### config.mk
export PLATFORM = sky130hd
export DESIGN_NAME = regfile_wr_decoder_pipe
export DESIGN_NICKNAME = d
export VERILOG_FILES = /design/src/rtl/regfile_dec_pkg.sv /design/src/rtl/onehot_decoder.sv /design/src/rtl/regfile_wr_decoder_pipe.sv
export SDC_FILE = /design/constraint.sdc
export NUM_CORES = 1
export LEC_CHECK = 0
export ABC_AREA = 1
export BUFFER_PORTS_ARGS = -buffer_cell sky130_fd_sc_hd__clkbuf_2
export CAP_MARGIN = 5
export CORE_UTILIZATION = 50
export DETAILED_ROUTE_END_ITERATION = 6
export PLACE_DENSITY_LB_ADDON = 0.3
export REMOVE_ABC_BUFFERS = 1
export SLEW_MARGIN = 20
export SYNTH_ARGS = -nofsm -noshare
export SYNTH_HDL_FRONTEND = slang
export SYNTH_HIERARCHICAL = 1
export SYNTH_SLANG_ARGS = --single-unit
### constraint.sdc
create_clock -name clk -period 5.9 [get_ports clk]
set_input_delay 0.59 -clock clk [delete_from_list [all_inputs] [get_ports clk]]
set_output_delay 0.59 -clock clk [all_outputs]
set_load 0.02 [all_outputs]
### src/rtl/regfile_dec_pkg.sv
// rtl/regfile_dec_pkg.sv - shared widths, row types and one-hot check for the register-file write decoder
package regfile_dec_pkg;

    localparam int DEF_SEL_W = 5;
    localparam int NREG      = 2 ** DEF_SEL_W;
    localparam int MAX_ROWS  = 256;

    typedef logic [DEF_SEL_W-1:0] reg_idx_t;
    typedef logic [NREG-1:0]      reg_row_t;

    // Rows narrower than MAX_ROWS are zero-extended by the caller.
    function automatic logic onehot_ok(input logic [MAX_ROWS-1:0] row);
        return (row & (row - {{(MAX_ROWS-1){1'b0}}, 1'b1})) == '0;
    endfunction

endpackage

### src/rtl/onehot_decoder.sv
// rtl/onehot_decoder.sv - combinational index to one-hot row decoder with enable
module onehot_decoder #(
    parameter int SEL_W = 5
) (
    input  logic                  en,
    input  logic [SEL_W-1:0]      sel,
    output logic [2**SEL_W-1:0]   row
);

    always_comb begin
        row = '0;
        if (en) begin
            row[sel] = 1'b1;
        end
    end

endmodule

### src/rtl/regfile_wr_decoder_pipe.sv
// rtl/regfile_wr_decoder_pipe.sv - multi-port write-enable decoder with port-priority arbitration,
// one output register stage, saturating collision counter and dirty bitmap
module regfile_wr_decoder_pipe
    import regfile_dec_pkg::*;
#(
    parameter int SEL_W     = 5,
    parameter int NUM_PORTS = 2,
    parameter int ZERO_HARD = 1,
    parameter int CNT_W     = 8
) (
    input  logic                                   clk,
    input  logic                                   reset,
    input  logic [NUM_PORTS-1:0]                   wr_valid,
    input  logic [NUM_PORTS-1:0][SEL_W-1:0]        wr_sel,
    input  logic                                   clr_dirty,
    output logic [NUM_PORTS-1:0][2**SEL_W-1:0]     en_row,
    output logic [2**SEL_W-1:0]                    en_any,
    output logic                                   collision,
    output logic [CNT_W-1:0]                       collision_cnt,
    output logic [2**SEL_W-1:0]                    dirty
);

    localparam int NROWS = 2 ** SEL_W;

    logic [NUM_PORTS-1:0]             live;
    logic [NUM_PORTS-1:0][NROWS-1:0]  dec_row;
    logic [NUM_PORTS-1:0][NROWS-1:0]  win_row;
    logic [NROWS-1:0]                 claimed;
    logic [NROWS-1:0]                 win_any;
    logic                             coll;

    for (genvar p = 0; p < NUM_PORTS; p++) begin : g_dec
        assign live[p] = wr_valid[p] && !((ZERO_HARD != 0) && (wr_sel[p] == '0));

        onehot_decoder #(.SEL_W(SEL_W)) u_dec (
            .en  (live[p]),
            .sel (wr_sel[p]),
            .row (dec_row[p])
        );
    end

    // Walk from the highest port down; a row already claimed by a higher port loses.
    always_comb begin
        claimed = '0;
        win_row = '0;
        win_any = '0;
        coll    = 1'b0;
        for (int p = NUM_PORTS - 1; p >= 0; p--) begin
            if ((dec_row[p] & claimed) != '0) begin
                coll = 1'b1;
            end else begin
                win_row[p] = dec_row[p];
            end
            claimed = claimed | dec_row[p];
            win_any = win_any | win_row[p];
        end
    end

    always_ff @(posedge clk) begin
        if (reset) begin
            en_row        <= '0;
            en_any        <= '0;
            collision     <= 1'b0;
            collision_cnt <= '0;
            dirty         <= '0;
        end else begin
            en_row    <= win_row;
            en_any    <= win_any;
            collision <= coll;
            if (coll && (collision_cnt != {CNT_W{1'b1}})) begin
                collision_cnt <= collision_cnt + CNT_W'(1);
            end
            // A write in the clearing cycle survives the clear.
            dirty <= (clr_dirty ? '0 : dirty) | win_any;
        end
    end

endmodule
==> impl_summary.log <==
[metrics] run status: finished, final reports clean
[metrics] startpoint of the most critical register-to-register path: collision_cnt[0]$_SDFFE_PP0P_
[metrics] first-pass detailed-route iteration total: 5
[metrics] number of vias after detailed routing: 4,615
[metrics] clock edge transition at the registers on the reported setup and hold paths: 0.06 ns
[metrics] measured slew at the worst slew-check pin: 1.04 ns
[metrics] prevailing post-synth register cell: sky130_fd_sc_hd__dfxtp_1
[metrics] setup repair after global routing missed its margin: false
[metrics] number of buffers inserted to repair setup after CTS: 0
[metrics] worst slew margin relative to its limit: 30.8%
[metrics] cts bufs inserted: 17
[metrics] final setup vio count: 0
[metrics] starting utilization of the core area: 51.1%
[metrics] number of antenna violations at the first check in global routing: 0
[metrics] share of synthesized area occupied by flip-flops and latches: 55.1%
[metrics] critical-path cell with the highest stage delay: sky130_fd_sc_hd__nand2_2
[metrics] Std-Cell Rows: 36
[metrics] setup slack, reg-to-reg: 4.41 ns
[metrics] critical path data required time: 6.27 ns
[metrics] first-pass GRT wire length: 19,200 um
[metrics] Multi-input gate area: 0.00180 mm2
[metrics] category of cells accounting for the largest share of critical-path delay: simple AND/OR/NAND/NOR gates
[metrics] count of synthesis-stage warnings from yosys: 6
[metrics] cell area after layout: 0.00639 mm2
[metrics] placed instance area: 0.00578 mm2
[metrics] maximum number of pins on one net before global-route repair: 77
[metrics] vias per std cell: 5.04
[metrics] fraction of synthesis flops using an asynchronous set or reset pin: 0%
[metrics] TritonCTS sink count: 137
[metrics] clock latency at the later pin of the worst-skew pair: 0.52 ns
[metrics] Die Outline Area: 0.0104 mm2
[metrics] buffers added on ports: 151
[metrics] via count of the first global-routing pass: 4,210
[metrics] post-placement setup slack: 2.00 ns
[metrics] most common cell in the synthesized netlist: sky130_fd_sc_hd__dfxtp_1
[metrics] end point of the critical path: dirty[11]$_SDFF_PP0_
[metrics] final hold violation count: 0
[metrics] path type of the worst setup path: in -> reg
[metrics] routed wire length: 12,400 um
[metrics] GRT overflow: 0
[metrics] TritonCTS clock tree: built
[metrics] Tmin final: 3.52 ns
[metrics] crit path max fanout: 50
[metrics] FF+latch area: 0.00274 mm2
[metrics] flops & latches, synth: 137
[metrics] Power per Cell Area: 327 mW/mm2
[metrics] launching element type of the critical path: input pin
[metrics] proportion of netlist area held by the largest area contributor: 55.1%
[metrics] Final HPWL DP: 8560 um
[metrics] Die Wd: 102 um
[metrics] count of cells along the worst register-to-register path: 9
[metrics] clock tree root buffer cell: sky130_fd_sc_hd__clkbuf_8
[metrics] final setup margin: 2.38 ns
[metrics] number of nets in the final layout: 786
[metrics] post_cts resized: 0
[metrics] number of instances in the synthesized netlist: 622
[metrics] # DRC: 0
[metrics] weighted congestion reported at the end of routability-driven placement: 0.866
[metrics] layout cells sized above 1: 27.6%
[metrics] hold slack final: 0.525 ns
[metrics] Detail Route Antenna Nets: 0
[metrics] wire per inst: 13.5 um
[metrics] number of enable-type register cells in the synthesized netlist: 0
[metrics] most common library cells after synthesis: sky130_fd_sc_hd__dfxtp_1 (137), sky130_fd_sc_hd__nor2_1 (122), sky130_fd_sc_hd__nand2_1 (83)
[metrics] cell depth of the worst setup path: 15
[metrics] top post-synthesis cells by area: sky130_fd_sc_hd__dfxtp_1 (55%), sky130_fd_sc_hd__nor2_1 (9.2%), sky130_fd_sc_hd__nand2_1 (6.3%)
[metrics] chip height: 102 um
[metrics] layout overhead on the synthesized area: 28.5%
[metrics] combined area of all synthesized cells: 0.00497 mm2
[metrics] Highest Clock Rate: 284 MHz
[metrics] fillers: 837
[metrics] max cap viols: 0
[metrics] Core Area: 0.00973 mm2
[metrics] largest area contributor in the synthesized netlist: sky130_fd_sc_hd__dfxtp_1
[metrics] Antenna Cells: 0
[metrics] destination of the worst register-to-register timing path: collision_cnt[5]$_SDFFE_PP0P_
[metrics] Tightest Hold Check Type: reg -> reg
[metrics] Critical Path Source: wr_sel[6]
[metrics] count of buffering cells on the critical path with inverters included: 3
[metrics] post-synthesis cell type count: 24
[metrics] CTS H-Tree Depth: 4
[metrics] critical-path cell list: clkbuf_2, or2_2, o41ai_1, inv_1, nand3_1, nor2_1, nand2_1, nand2_1, nor2_1, nand2_1, nor2_1, nand2_2, clkinv_2, nand3_1, o21ai_0
[metrics] P_leak: 0.00302 uW
[metrics] global-route total usage across every layer: 24.5%
[metrics] arrival time worst endpoint: 3.89 ns
[metrics] Max IR drop VDD: 0.171 mV
[metrics] maximum buffer depth of the clock tree: 2
[metrics] number of buffers added to fix hold violations after cts: 0
[metrics] number of slew-limit violations in the final report: 0
[metrics] Worst Setup End Kind: flop
[metrics] I/O pin count: 152
[metrics] average cell area after synthesis: 8.00 um2
[metrics] initial DRC count: 258
[metrics] fraction of the cycle the final worst path needs: 59.6%
[metrics] crit-path max cell delay: 0.72 ns
[metrics] Layout Skew: 0.00176 ns
[metrics] sum of negative setup slack: 0 ns
==> sequential cells by signal, summed over array words and instances, names as in the netlist <==
name / cells
collision: 1
collision_cnt: 8
dirty: 32
en_any: 32
en_row: 64
==> through the flow <==
step	std cells	power (uW)	utilization, %
final	915	2090	65.7
after global routing	915	2160	65.7
after CTS	915	2110	65.7
after detailed placement	884	1040	59.5
after global placement	884	1040	59.5
after floorplan	599	1000	-
==> worst min path at each step <==
| stage | from | endpoint | depth (start not counted) |
|---|---|---|---|
| final | dirty[2]$_SDFF_PP0_ | dirty[2]$_SDFF_PP0_ | 2 |
| after global routing | dirty[0]$_SDFF_PP0_ | dirty[0]$_SDFF_PP0_ | 2 |
| after floorplan | dirty[0]$_SDFF_PP0_ | dirty[0]$_SDFF_PP0_ | 2 |
| after CTS | dirty[2]$_SDFF_PP0_ | dirty[2]$_SDFF_PP0_ | 2 |
| after detailed placement | dirty[2]$_SDFF_PP0_ | dirty[2]$_SDFF_PP0_ | 2 |
| after global placement | dirty[9]$_SDFF_PP0_ | dirty[9]$_SDFF_PP0_ | 2 |
==> metal layers <==
layer / vias up / wire length, um / track usage [%]
li1: 2268 / - / -
met1: 2104 / 5290 / 28.8
met2: 213 / 5850 / 38.9
met3: 30 / 949 / 9.45
met4: 0 / 299 / 12.6
met5: - / 0 / 0
==> area by class of cell <==
| class | count | area share [%] |
|---|---|---|
| tap | 133 | 2.60 |
| clock inverter | 11 | 2.68 |
| clock buffer | 20 | 6.81 |
| sequential | 137 | 42.9 |
| inverter | 83 | 4.89 |
| timing repair buffer | 152 | 11.9 |
| multi-input combinational | 379 | 28.2 |
==> tightest hold or removal path, cell delays in order, from the launching register on <==
cell	delay [ns]
sky130_fd_sc_hd__dfxtp_1	0.33
sky130_fd_sc_hd__nand3_1	0.08
sky130_fd_sc_hd__o211ai_1	0.08
==> logic make-up after synthesis <==
| family | count (synthesis) | share of synthesized area, % |
|---|---|---|
| fa+ha+maj | 1 | 0.251 |
| compound gates | 97 | 10.5 |
| flops | 137 | 55.1 |
| simple gates | 281 | 25.4 |
| buf+inv | 106 | 8.75 |
==> layout by cell type (no fill, tap or decap), drive strengths merged <==
master    count
nor3          2
clkinvlp      2
dfxtp       137
o41ai         2
clkinv        5
ha            1
or2           2
nand2        83
inv          83
bufinv        4
and2          1
o211ai       11
nor2        132
buf           1
clkbuf      171
nand3        61
a21oi        30
o21ai        53
a21boi        1
==> where the power goes <==
| group | leakage [uW] | total (uW) | switching (uW) | internal (uW) |
|---|---|---|---|---|
| logic | 0.00163 | 82.8 | 63.3 | 19.5 |
| registers | 0.00111 | 938 | 3.89 | 934 |
| clock network | 0.000291 | 1070 | 374 | 696 |
Power figures use the tool's default switching activity.
